===== src/rtl/neighbor_builder.sv =====
// ============================================================================
// Module   : neighbor_builder
// Brief    : Walks the face list in object RAM and builds a deduplicated
//            per-vertex neighbour table in neighbour RAM. Optional corner
//            range checking is enabled by defining NBR_RANGE_CHECK_EN.
// Revision : 1.0 - initial release
// ============================================================================
`default_nettype none

module neighbor_builder #(
    parameter int MAX_NEIGHBOR_COUNT = 10,
    parameter int ADDR_WIDTH         = 11
) (
    input  logic                  clk,
    input  logic                  rst_n,
    input  logic                  start,
    input  logic [31:0]           vertex_count,
    input  logic [31:0]           face_count,
    input  logic [31:0]           RAM_OBJ_Do,
    input  logic [31:0]           RAM_NBR_Do,
    output logic                  RAM_OBJ_EN,
    output logic                  RAM_NBR_EN,
    output logic [ADDR_WIDTH-1:0] RAM_OBJ_A,
    output logic [ADDR_WIDTH-1:0] RAM_NBR_A,
    output logic [3:0]            RAM_OBJ_WE,
    output logic [3:0]            RAM_NBR_WE,
    output logic [31:0]           RAM_OBJ_Di,
    output logic [31:0]           RAM_NBR_Di,
    output logic                  busy,
    output logic                  overflow,
    output logic                  bad_index
);

    localparam logic [3:0] c_st_idle      = 4'd0;
    localparam logic [3:0] c_st_clear     = 4'd1;
    localparam logic [3:0] c_st_fetch     = 4'd2;
    localparam logic [3:0] c_st_check     = 4'd3;
    localparam logic [3:0] c_st_pair      = 4'd4;
    localparam logic [3:0] c_st_read_cnt  = 4'd5;
    localparam logic [3:0] c_st_scan      = 4'd6;
    localparam logic [3:0] c_st_decide    = 4'd7;
    localparam logic [3:0] c_st_write_cnt = 4'd8;
    localparam logic [3:0] c_st_done      = 4'd9;

    localparam logic [ADDR_WIDTH-1:0] c_rec_words = ADDR_WIDTH'(MAX_NEIGHBOR_COUNT);
    localparam logic [ADDR_WIDTH-1:0] c_max_nbrs  = ADDR_WIDTH'(MAX_NEIGHBOR_COUNT - 1);
    localparam logic [ADDR_WIDTH-1:0] c_one       = ADDR_WIDTH'(1);
    localparam logic [3:0]            c_we_all    = 4'b1111;
    localparam logic [2:0]            c_pairs_end = 3'd6;

    logic [3:0]            r_state;
    logic                  r_busy;
    logic                  r_overflow;
    logic                  r_obj_en;
    logic                  r_nbr_en;
    logic [ADDR_WIDTH-1:0] r_obj_a;
    logic [ADDR_WIDTH-1:0] r_nbr_a;
    logic [3:0]            r_nbr_we;
    logic [31:0]           r_nbr_di;
    logic [31:0]           r_vcnt;
    logic [31:0]           r_fcnt;
    logic [31:0]           r_v;
    logic [31:0]           r_f;
    logic [ADDR_WIDTH-1:0] r_clr_addr;
    logic [ADDR_WIDTH-1:0] r_face_addr;
    logic [1:0]            r_sub;
    logic [31:0]           r_a;
    logic [31:0]           r_b;
    logic [31:0]           r_c;
    logic [2:0]            r_pair;
    logic [ADDR_WIDTH-1:0] r_base;
    logic [31:0]           r_t;
    logic [ADDR_WIDTH-1:0] r_cnt;
    logic [ADDR_WIDTH-1:0] r_idx;

    logic [31:0]           w_s;
    logic [31:0]           w_t;
    logic [ADDR_WIDTH-1:0] w_s_base;
    logic [ADDR_WIDTH-1:0] w_v_lo;
    logic [ADDR_WIDTH-1:0] w_face0_addr;
    logic [ADDR_WIDTH-1:0] w_do_cnt;

    // Record base for a 1-based vertex index; wraps in ADDR_WIDTH bits.
    function automatic logic [ADDR_WIDTH-1:0] rec_base(input logic [ADDR_WIDTH-1:0] idx);
        return (idx - c_one) * c_rec_words;
    endfunction

    always_comb begin
        w_s = r_a;
        w_t = r_b;
        case (r_pair)
            3'd0:    begin w_s = r_a; w_t = r_b; end
            3'd1:    begin w_s = r_a; w_t = r_c; end
            3'd2:    begin w_s = r_b; w_t = r_a; end
            3'd3:    begin w_s = r_b; w_t = r_c; end
            3'd4:    begin w_s = r_c; w_t = r_a; end
            3'd5:    begin w_s = r_c; w_t = r_b; end
            default: begin w_s = r_a; w_t = r_b; end
        endcase
    end

    assign w_s_base     = rec_base(w_s[ADDR_WIDTH-1:0]);
    assign w_v_lo       = vertex_count[ADDR_WIDTH-1:0];
    assign w_face0_addr = w_v_lo + (w_v_lo << 1) + c_one;
    assign w_do_cnt     = RAM_NBR_Do[ADDR_WIDTH-1:0];

`ifdef NBR_RANGE_CHECK_EN
    logic r_bad_index;
    logic w_face_bad;

    assign w_face_bad = (r_a == 32'd0) || (r_a > r_vcnt) ||
                        (r_b == 32'd0) || (r_b > r_vcnt) ||
                        (r_c == 32'd0) || (r_c > r_vcnt);
    assign bad_index  = r_bad_index;
`else
    assign bad_index  = 1'b0;
`endif

    always_ff @(negedge clk or negedge rst_n) begin
        if (!rst_n) begin
            r_state     <= c_st_idle;
            r_busy      <= 1'b0;
            r_overflow  <= 1'b0;
            r_obj_en    <= 1'b0;
            r_nbr_en    <= 1'b0;
            r_obj_a     <= '0;
            r_nbr_a     <= '0;
            r_nbr_we    <= '0;
            r_nbr_di    <= '0;
            r_vcnt      <= '0;
            r_fcnt      <= '0;
            r_v         <= '0;
            r_f         <= '0;
            r_clr_addr  <= '0;
            r_face_addr <= '0;
            r_sub       <= '0;
            r_a         <= '0;
            r_b         <= '0;
            r_c         <= '0;
            r_pair      <= '0;
            r_base      <= '0;
            r_t         <= '0;
            r_cnt       <= '0;
            r_idx       <= '0;
`ifdef NBR_RANGE_CHECK_EN
            r_bad_index <= 1'b0;
`endif
        end else begin
            r_nbr_we <= '0;
            case (r_state)
                c_st_idle: begin
                    if (start) begin
                        r_busy      <= 1'b1;
                        r_overflow  <= 1'b0;
`ifdef NBR_RANGE_CHECK_EN
                        r_bad_index <= 1'b0;
`endif
                        r_obj_en    <= 1'b1;
                        r_nbr_en    <= 1'b1;
                        r_vcnt      <= vertex_count;
                        r_fcnt      <= face_count;
                        r_v         <= '0;
                        r_f         <= '0;
                        r_clr_addr  <= '0;
                        r_face_addr <= w_face0_addr;
                        r_state     <= c_st_clear;
                    end
                end

                c_st_clear: begin
                    if (r_v == r_vcnt) begin
                        if (r_fcnt == 32'd0) begin
                            r_busy   <= 1'b0;
                            r_obj_en <= 1'b0;
                            r_nbr_en <= 1'b0;
                            r_state  <= c_st_done;
                        end else begin
                            r_sub   <= '0;
                            r_state <= c_st_fetch;
                        end
                    end else begin
                        r_nbr_a    <= r_clr_addr;
                        r_nbr_di   <= '0;
                        r_nbr_we   <= c_we_all;
                        r_clr_addr <= r_clr_addr + c_rec_words;
                        r_v        <= r_v + 32'd1;
                    end
                end

                // Corner k's address goes out on step k; its data lands one step later.
                c_st_fetch: begin
                    if (r_sub != 2'd3) begin
                        r_obj_a <= r_face_addr + ADDR_WIDTH'(r_sub);
                    end
                    case (r_sub)
                        2'd1:    r_a <= RAM_OBJ_Do;
                        2'd2:    r_b <= RAM_OBJ_Do;
                        2'd3:    r_c <= RAM_OBJ_Do;
                        default: ;
                    endcase
                    r_sub <= r_sub + 2'd1;
                    if (r_sub == 2'd3) begin
                        r_pair  <= '0;
                        r_state <= c_st_check;
                    end
                end

                c_st_check: begin
`ifdef NBR_RANGE_CHECK_EN
                    if (w_face_bad) begin
                        r_bad_index <= 1'b1;
                        r_pair      <= c_pairs_end;
                    end
`endif
                    r_state <= c_st_pair;
                end

                c_st_pair: begin
                    if (r_pair == c_pairs_end) begin
                        r_face_addr <= r_face_addr + ADDR_WIDTH'(3);
                        r_f         <= r_f + 32'd1;
                        if (r_f + 32'd1 == r_fcnt) begin
                            r_busy   <= 1'b0;
                            r_obj_en <= 1'b0;
                            r_nbr_en <= 1'b0;
                            r_state  <= c_st_done;
                        end else begin
                            r_sub   <= '0;
                            r_state <= c_st_fetch;
                        end
                    end else if (w_s == w_t) begin
                        r_pair <= r_pair + 3'd1;
                    end else begin
                        r_nbr_a <= w_s_base;
                        r_base  <= w_s_base;
                        r_t     <= w_t;
                        r_state <= c_st_read_cnt;
                    end
                end

                c_st_read_cnt: begin
                    r_cnt <= w_do_cnt;
                    if (w_do_cnt == '0) begin
                        r_state <= c_st_decide;
                    end else begin
                        r_nbr_a <= r_base + c_one;
                        r_idx   <= c_one;
                        r_state <= c_st_scan;
                    end
                end

                c_st_scan: begin
                    if (RAM_NBR_Do == r_t) begin
                        r_pair  <= r_pair + 3'd1;
                        r_state <= c_st_pair;
                    end else if (r_idx == r_cnt) begin
                        r_state <= c_st_decide;
                    end else begin
                        r_idx   <= r_idx + c_one;
                        r_nbr_a <= r_base + r_idx + c_one;
                    end
                end

                c_st_decide: begin
                    if (r_cnt < c_max_nbrs) begin
                        r_nbr_a  <= r_base + r_cnt + c_one;
                        r_nbr_di <= r_t;
                        r_nbr_we <= c_we_all;
                        r_state  <= c_st_write_cnt;
                    end else begin
                        r_overflow <= 1'b1;
                        r_pair     <= r_pair + 3'd1;
                        r_state    <= c_st_pair;
                    end
                end

                c_st_write_cnt: begin
                    r_nbr_a  <= r_base;
                    r_nbr_di <= 32'(r_cnt + c_one);
                    r_nbr_we <= c_we_all;
                    r_pair   <= r_pair + 3'd1;
                    r_state  <= c_st_pair;
                end

                c_st_done: begin
                    r_state <= c_st_idle;
                end

                default: begin
                    r_state <= c_st_idle;
                end
            endcase
        end
    end

    assign RAM_OBJ_EN = r_obj_en;
    assign RAM_NBR_EN = r_nbr_en;
    assign RAM_OBJ_A  = r_obj_a;
    assign RAM_NBR_A  = r_nbr_a;
    assign RAM_OBJ_WE = 4'b0000;
    assign RAM_NBR_WE = r_nbr_we;
    assign RAM_OBJ_Di = 32'd0;
    assign RAM_NBR_Di = r_nbr_di;
    assign busy       = r_busy;
    assign overflow   = r_overflow;

endmodule

`default_nettype wire


===== config.mk =====
export PLATFORM = sky130hd
export DESIGN_NAME = neighbor_builder
export DESIGN_NICKNAME = d
export VERILOG_FILES = /design/src/rtl/neighbor_builder.sv
export SDC_FILE = /design/constraint.sdc
export NUM_CORES = 1
export LEC_CHECK = 0
export CELL_PAD_IN_SITES_DETAIL_PLACEMENT = 1
export CELL_PAD_IN_SITES_GLOBAL_PLACEMENT = 1
export CORE_MARGIN = 1.5
export CORE_UTILIZATION = 45
export DETAILED_ROUTE_END_ITERATION = 7
export MAX_ROUTING_LAYER = met4
export PLACE_DENSITY_LB_ADDON = 0.1
export SYNTH_ARGS = -nofsm -noshare
export SYNTH_HDL_FRONTEND = slang
export SYNTH_SLANG_ARGS = --single-unit

===== constraint.sdc =====
create_clock -name clk -period 5.75 [get_ports clk]
set_input_delay 1.725 -clock clk [delete_from_list [all_inputs] [get_ports clk]]
set_output_delay 1.725 -clock clk [all_outputs]
set_load 0.03 [all_outputs]

After elaboration in Yosys (flattened, before gate mapping)
Cells that the tools add are included.

Word-level logic and storage cells: 182. Output and inout bits: 99. Input bits: 131. Register bits after elaboration: 379.

Equality and inequality tests: 43. Multiply operators: 1. Muxes and demuxes: 63. $add $sub $neg: 17. Bitwise gates (word level): 2. Reduce and logical (&&, ||, !) cells: 33. Magnitude comparators: 1.

Operators with widths (number): one-hot mux 32 bit (2 select lines) (4); two-way mux 32 bit (5); two-way mux 11 bit (14); equality test 32 bit (4); one-hot mux 32 bit (3 select lines) (1); one-hot mux 11 bit (2 select lines) (3); one-hot mux 11 bit (6 select lines) (1); adder 32 x 1 -> 32 bit, second input constant (2); adder 11 x 1 -> 11 bit, second input constant (5); two-way mux 4 bit (12); != test 2 bit, second input constant (19); adder 11 bit (3); zero test 32 bit (1); one-hot mux 4 bit (8 select lines) (1); equality test 4 x 3 -> 1 bit, second input constant (4); two-way mux 3 bit (5); one-hot mux 3 bit (5 select lines) (1); AND reduction 3 bit (5); adder 11 x 1 -> 12 bit, second input constant (1); one-hot mux 4 bit (3 select lines) (1); AND reduction 6 bit (2); adder 11 x 2 -> 11 bit (1); adder 11 x 2 -> 11 bit, second input constant (1); adder 11 x 4 -> 11 bit, second input constant (1); 32 further kinds (63).

Depth between registers and ports, before layout
Depth after elaboration: 8. Depth in mapped cells: 21. Depth with buffers taken out: 19.

==> impl_table.tex <==
\begin{tabular}{lr}
\hline
Metric & Value \\
\hline
\multicolumn{2}{l}{\textbf{Worst setup path}} \\
\quad Critical Path Slowest Stage Cell & or4\_4 \\
\quad Total buffers and inverters traversed by the critical path & 2 \\
\quad Capturing point of the worst reg2reg path & RAM\_NBR\_A[10] \\
\quad Worst Path Arrival & 3.65 ns \\
\quad Endpoint kind of the worst setup timing path & flop \\
\quad Reg2Reg Depth & 18 \\
\quad Worst setup path startpoint & RAM\_NBR\_Do[7] \\
\quad Data required, critical path & 3.28 ns \\
\quad Critical R2R Launch & r\_pair[2] \\
\quad Largest stage delay on the critical path & 0.53 ns \\
\quad Kind of launch point of the worst setup path & input pin \\
\quad Type of the worst setup path & in2reg \\
\quad Cells traversed along the worst timing path & buf\_8, xnor2\_2, nand4\_1, nor4\_2, nand2\_2, a21oi\_2, or4\_4, a21oi\_4, clkbuf\_16, mux2\_4 \\
\quad Family with the most delay on the worst path & simple AND/OR/NAND/NOR gates \\
\quad FF-to-FF setup slack & 0.27 ns \\
\quad Critical-path maximum fanout & 5 \\
\quad Number of stages on the worst setup path & 10 \\
\multicolumn{2}{l}{\textbf{Die}} \\
\quad Die Width & 223 µm \\
\quad Std-Cell Core Area & 0.0477 mm² \\
\quad Initial core utilization & 0.455 \\
\quad Floorplan die height & 223 µm \\
\quad Num rows & 80 \\
\quad Die Outline Area & 0.0496 mm² \\
\quad I/O pin cnt & 230 \\
\multicolumn{2}{l}{\textbf{Synth}} \\
\quad Largest area contributor in the synthesized netlist & dfrtn\_1 \\
\quad Top FF cell, synth & dfrtn\_1 \\
\quad Count of distinct cell types in the synthesized netlist & 79 \\
\quad Proportion of register bits with asynchronous set or reset after synthesis & 1.00 \\
\quad Cells taking the most area after synthesis & dfrtn\_1 (43\%), mux2\_2 (5.8\%), xnor2\_1 (5.6\%) \\
\quad Yosys warns & 0 \\
\quad Number of synthesized register bits & 375 \\
\quad EDFF count, synth & 0 \\
\quad Post-synth top cells & dfrtn\_1 (375), nand2\_1 (295), nor2\_1 (147) \\
\quad Synthesized area per cell & 9.68 µm² \\
\quad Post-synthesis instance area & 0.0217 mm² \\
\quad Share of synthesized area occupied by flip-flops and latches & 0.432 \\
\quad Gate count after technology mapping & 2,247 \\
\quad Most frequent cell after synthesis & dfrtn\_1 \\
\quad Share of the synthesized area in the top cell type & 0.432 \\
\multicolumn{2}{l}{\textbf{Min path}} \\
\quad WHS Endpoint & r\_f[31] \\
\quad Worst hold path stage count & 1 \\
\quad Min-delay worst type & reg2reg \\
\quad Startpoint of the most critical hold path & r\_f[31] \\
\multicolumn{2}{l}{\textbf{Run status}} \\
\quad Violations in the final reports & negative setup slack \\
\quad Status & complete, but fails checks \\
\multicolumn{2}{l}{\textbf{Detailed routing}} \\
\quad Routed wire length & 70,400 µm \\
\quad Final antenna-violating net count & 0 \\
\quad Detailed-route via count & 18,700 \\
\quad Remaining DRCs & 0 \\
\quad Via density & 5.92 \\
\quad Wire length per cell & 22.3 µm \\
\quad Initial DRT Pass Iterations & 6 \\
\quad Number of design-rule violations left by the first detailed-router iteration & 1,359 \\
\multicolumn{2}{l}{\textbf{Flow run}} \\
\quad Max-cap violations & 0 \\
\multicolumn{2}{l}{\textbf{Final layout}} \\
\quad Growth of design area from synthesis to finish & 26.3\% \\
\quad Post-Route Utilization & 0.575 \\
\quad Total Nets Final & 2,700 \\
\quad Layout cell share with drive strength beyond 1 & 0.197 \\
\multicolumn{2}{l}{\textbf{Timing}} \\
\quad Post-route worst setup slack & -0.362 ns \\
\quad Fin Hold WS & 0.452 ns \\
\quad Total count of max-transition violations in the final report & 0 \\
\quad \# setup viols final & 78 \\
\quad Worst slew slack as a fraction of its limit & 0.179 \\
\quad Setup repair after global routing missed its margin & true \\
\quad Setup TNS after final layout & -7.72 ns \\
\quad Actual transition at the worst max-transition pin & 1.23 ns \\
\quad Hold Fails Final Rpt & 0 \\
\quad Post-route clock skew & 0.0160 ns \\
\multicolumn{2}{l}{\textbf{Clocking}} \\
\quad TritonCTS buffer count & 45 \\
\quad Total clock sinks & 375 \\
\quad Clk pin slew, worst setup/hold paths & 0.05 ns \\
\quad H-tree levels & 2 \\
\quad Clock Root Buffer & clkbuf\_16 \\
\quad Clock latency on the worst-skew pair & 0.58 ns \\
\quad Maximum root-to-sink buffer count & 3 \\
\quad TritonCTS clock tree & yes \\
\multicolumn{2}{l}{\textbf{Place}} \\
\quad Half-perimeter wire length after detailed placement & 50,300 µm \\
\quad Final estimated routing congestion in global placement & 0.916 \\
\quad IO Port Bufs & 192 \\
\multicolumn{2}{l}{\textbf{GRT}} \\
\quad Wire length of the first global-routing pass & 111,000 µm \\
\quad Via count of the first global-routing pass & 19,700 \\
\quad Maximum number of pins on one net before global-route repair & 69 \\
\quad GRT Total Usage & 0.291 \\
\quad Grt ovf & 0 \\
\quad Number of antenna violations at the first check in global routing & 1 \\
\multicolumn{2}{l}{\textbf{Pwr}} \\
\quad Leakage power & 12.3 nW \\
\quad Worst vdd rail ir drop & 0.000408 V \\
\quad Pwr per Cell Area & 588 mW/mm² \\
\quad Post-route total power & 16.1 mW \\
\hline
\end{tabular}
==> through the flow <==
stage               area [µm²]  setup WS [ns]  instances
global route             27500         -0.355       3153
global placement         25300          -1.31       3041
floorplan                22000         -0.572       2283
CTS                      27200         -0.260       3136
finish                   27500         -0.362       3153
detailed placement       25300          -1.32       3041
==> how the worst max path moves through the flow <==
stage               endpoint  slack, ns
6_report        RAM_NBR_A[3]      -0.36
5_1_grt         RAM_NBR_A[3]      -0.36
4_1_cts         RAM_NBR_A[9]      -0.26
3_5_place_dp   RAM_NBR_A[10]      -1.32
3_3_place_gp   RAM_NBR_A[10]      -1.31
2_1_floorplan   RAM_NBR_A[0]      -0.57
==> cell usage in the layout, fill, tap and decap left out, drive strengths merged, types with 8 or more instances in the layout <==
| cell type | count |
|---|---|
| xor2 | 90 |
| dfrtn | 375 |
| nor2b | 8 |
| a31oi | 13 |
| a221o | 11 |
| o21ai | 109 |
| and2 | 33 |
| nand2 | 295 |
| mux2i | 44 |
| a22o | 27 |
| nand3 | 54 |
| clkdlybuf4s50 | 87 |
| mux2 | 128 |
| nor4 | 38 |
| a21oi | 86 |
| clkbuf | 68 |
| nand2b | 18 |
| or3 | 14 |
| a221oi | 35 |
| o21a | 9 |
| a22oi | 11 |
| nand4 | 50 |
| nor3 | 37 |
| xnor2 | 138 |
| a211oi | 9 |
| buf | 241 |
| a222oi | 32 |
| and3 | 28 |
| conb | 37 |
| o31ai | 18 |
| ha | 58 |
| inv | 63 |
| or4 | 14 |
| a21o | 12 |
| nor2 | 147 |
| o22ai | 9 |
==> layout make-up <==
| class | instances | area [µm²] |
|---|---|---|
| sequential | 375 | 9380 |
| clock inverter | 12 | 243 |
| multi-input combinational | 1688 | 11900 |
| tap | 615 | 769 |
| fill | 5224 | 20300 |
| antenna | 1 | 2.50 |
| clock buffer | 66 | 1340 |
| inverter | 61 | 241 |
| timing repair buffer | 335 | 3590 |
==> metal layers <==
layer	up-vias	track usage	wire length [µm]
li1	8482	-	-
met1	9538	0.361	29800
met2	511	0.496	35300
met3	133	0.0364	3210
met4	0	0.0900	2070
met5	-	-	0
==> power by group <==
part	total [mW]	internal (mW)	switching (mW)
Clock	3.02	1.84	1.19
Combinational	8.40	3.77	4.64
Sequential	4.70	3.49	1.21
==> worst register-to-register path: cells and delay by family (launching register included) <==
kind | cells | cell delay (ns)
AO/OA/AOI/OAI | 5 | 1.27
XOR/XNOR | 2 | 0.60
adder cells (fa/ha/maj) | 4 | 1.27
buffers and inverters | 1 | 0.16
flip-flops | 1 | 0.57
multiplexers | 2 | 0.54
AND/OR/NAND/NOR | 4 | 0.90
==> sequential cells by signal (all words and copies together) (netlist names), 4 cells and up <==
name,count
r_state,4
RAM_OBJ_A,11
r_c,32
RAM_NBR_A,11
r_v,32
r_idx,11
r_f,32
r_clr_addr,10
r_a,32
r_base,10
r_fcnt,32
RAM_NBR_Di,32
r_vcnt,32
r_b,32
r_t,32
r_cnt,11
r_face_addr,11
==> logic make-up after synthesis <==
group | after synthesis | synth area share
simple gates | 757 | 0.165
compound gates | 429 | 0.135
flops | 375 | 0.432
xor+xnor | 229 | 0.0929
buf+inv | 221 | 0.0484
mux | 172 | 0.0883
fa+ha+maj | 63 | 0.0380
other cells | 1 | 0.000172
==> repair_timing <==
item                                    4_1_cts  5_1_grt
pin swaps                                    53       26
setup buffers                                18       15
cloned                                        1        1
hold buffers                                  0        0
resized for setup                           347       43
endpoints found under the setup margin      127      100
No activity file was read; power rests on OpenSTA's default activity.
==> edit: new RTL, same settings <==
The option `NBR_RANGE_CHECK_EN` is turned on by a define.
--- a/src/rtl/neighbor_builder.sv
+++ b/src/rtl/neighbor_builder.sv
@@ -8,2 +8,4 @@
 `default_nettype none
+
+`define NBR_RANGE_CHECK_EN
 
Formal check against the unedited RTL: same outputs for any inputs over 4 cycles, from zero or initial values and one cycle with rst_n low; that may be too few to reach the edited logic, so the function may still have changed.
==> edit against the original RTL <==
- the run ends with DRC, setup timing left
- routed wire length up 28%
- first-iteration DRC count increased by 37%
- final area increased by 11%
- area after synthesis grew 10%
- utilization increased by 0.68 points
- via count is 16% higher
- non-clock buffer count grew 42
- largest power group unchanged
- count of clock-buffer cells in the layout increased by 5
- global-route usage rose by 4.6 points
- register-to-register slack worse by 0.02 ns
- power grew 14%
- worst setup slack got worse by 0.045 ns
- sequential cell count rose by 1
==> edit: results (changes against the original RTL) <==
Pwr
  • Total leakage power: 13.75 nW (+12%)
  • IR Drop Worst-Case VDD: 0.4620 mV (+13%)

Worst hold path
  • Hold path startpoint: RAM_OBJ_A[6]
  • Kind of path behind the tightest hold check: register to register

Synthesis
  • Distinct cell type count after synthesis: 81 (+2.5%)
  • Top area cells in the synthesized netlist: sky130_fd_sc_hd__dfrtn_1 (39%), sky130_fd_sc_hd__ha_1 (8.0%), sky130_fd_sc_hd__xor2_1 (5.8%)
  • Sequential element share of the synthesized area: 39.35% (-3.8 points)
  • Post-synthesis async set-or-reset flop share: 100.0% (unchanged)
  • Count of synthesis-stage warnings from yosys: 0 (unchanged)
  • Commonest cells post-synth: sky130_fd_sc_hd__dfrtn_1 (376), sky130_fd_sc_hd__nand2_1 (278), sky130_fd_sc_hd__o21ai_0 (167)

Setup path
  • Crit path max-delay cell type: sky130_fd_sc_hd__nor4_4
  • CP Data Arrival Time: 3.70 ns (+0.05 ns)
  • Launching point of the worst reg2reg path: r_pair[0]
  • Delay of the slowest cell on the worst path: 0.37 ns (-0.16 ns)
  • Highest net fanout along the worst path: 5 (unchanged)
  • Crit path launch: RAM_NBR_Do[20]

Place
  • Detailed-placement wirelength estimate: 64110 um (+27%)
  • IO Port Bufs: 193 (+0.52%)
  • Area after detailed placement: 27410 sq um (+8.3%)
  • Routability congestion estimate: 0.9570 (+4.5%)

Routing
  • Pre-antenna DRT Iters: 8 (+2)
  • Per-cell routed wire length: 25.58 um (+15%)
  • DRC violation total after the first TritonRoute iteration: 1862 (+37%)
  • Remaining design rule violation count: 22 (+22)
  • Top layer reached by signal wires: met4
  • Wire length on met1: 37250 um (+25%)
  • Wire length on met2: 44650 um (+26%)
  • Vias: 21595 (+16%)
  • Routed wl met3: 4403 um (+37%)

Global routing
  • Global-route usage over all layers: 33.75% (+4.6 points)
  • Global-route wire length before repair: 136900 um (+23%)
  • Met3 usage: 3.723% (+0.087 points)
  • Met2 track utilization from global routing: 56.66% (+7.1 points)
  • Pin count of the biggest net entering global routing: 74 (+7.2%)
  • M1 GR Usage: 41.91% (+5.8 points)
  • Number of global-route vias before repair: 22706 (+15%)

STA
  • Final setup vio count: 96 (+23%)
  • Worst clock skew: 0.01989 ns (+0.003922 ns)
  • Total Neg Setup Slack: -11.14 ns (-3.422 ns)
  • Min setup slack post-route: -0.4062 ns (-0.04471 ns)
  • Transition time at the pin with the least slew margin: 1.296 ns (+0.06880 ns)

CTS
  • H-tree lvl count: 2 (unchanged)
  • Number of buffers added by the clock tree synthesis step: 46 (+2.2%)

Finish
  • Fillcell total: 5743 (+9.9%)
  • Number of nets in the finished design: 3079 (+14%)
  • Ratio of cells with drive above 1 in the final layout: 22.38% (+2.7 points)

Status
  • Run status: finished, violations left
  • Failing checks: DRC, setup timing
-- edit: cell types whose count changed in the layout (fill, tap and decap cells not counted), moves of 26 or more --
cell                       unedited run  this run
sky130_fd_sc_hd__nor4_1              34        65
sky130_fd_sc_hd__nand2_1            293       265
sky130_fd_sc_hd__ha_1                52       146
sky130_fd_sc_hd__inv_1               60       105
sky130_fd_sc_hd__buf_4              110       152
sky130_fd_sc_hd__a222oi_1            32        63
sky130_fd_sc_hd__o21ai_0             92       145
sky130_fd_sc_hd__nor2_1             145       119
sky130_fd_sc_hd__xor2_1              90       133
sky130_fd_sc_hd__xnor2_1            122        77
-- edit: worst paths after layout --
path | to | slack, ns | cells past startpoint
min | RAM_OBJ_A[6] | 0.46 | 2
max reg2reg | RAM_NBR_A[10] | 0.25 | 20
min reg2reg | RAM_OBJ_A[6] | 0.46 | 2
max in group asynchronous | RAM_NBR_Di[28] | 1.22 | 2
max | RAM_NBR_A[6] | -0.41 | 10
min in group asynchronous | r_fcnt[13] | 3.76 | 1
-- edit: cells by family after synthesis --
group / Yosys count / share of synthesized area, %
DFF: 376 / 39.35
AOI/OAI and AO/OA: 530 / 15.18
muxes: 170 / 7.875
buffers and inverters: 267 / 5.138
and+or+nand+nor: 747 / 15.13
adders and majority gates: 158 / 8.425
xor gates and xnor gates: 239 / 8.880
other: 1 / 0.01568
-- edit: layout make-up --
class | instances | share of cell area, %
diodes | 1 | 0.008186
clock buffers | 71 | 4.564
clock inverters | 15 | 0.5853
inverters | 108 | 1.375
multi-input cells | 1881 | 47.29
flip-flops and latches | 376 | 30.78
well taps | 688 | 2.816
repair buffers | 377 | 12.58
-- edit: worst min-delay path, cell delays in order, from the launching register on --
cell and delay, ns:
sky130_fd_sc_hd__dfrtn_1 0.42, sky130_fd_sc_hd__nand2_1 0.05, sky130_fd_sc_hd__o21ai_0 0.06
-- edit: repair_timing --
item	in CTS	in global routing
buffers inserted	45	26
pin swaps	57	68
cloned	3	1
resized for setup	445	83
endpoints found under the setup margin	170	126
-- edit: metrics by stage --
| stage | util, % | power [mW] | hold slack (ns) | setup WS (ns) | cells |
|---|---|---|---|---|---|
| finish | 58.17 | 18.34 | 0.4637 | -0.4062 | 3517 |
| global route | 58.17 | 19.37 | 0.4814 | -0.5009 | 3517 |
| CTS | 57.18 | 18.00 | 0.4637 | -0.3508 | 3494 |
| detailed placement | 52.16 | 14.29 | 0.4371 | -1.695 | 3361 |
| global placement | 52.16 | 13.85 | 0.4245 | -1.631 | 3361 |
| floorplan | - | 10.95 | 0.4149 | -0.4524 | 2523 |
-- edit: power by group --
group	internal, mW	switching (mW)	total (mW)
registers	3.60	1.50	5.10
logic	4.44	5.76	10.2
clock network	1.81	1.23	3.04
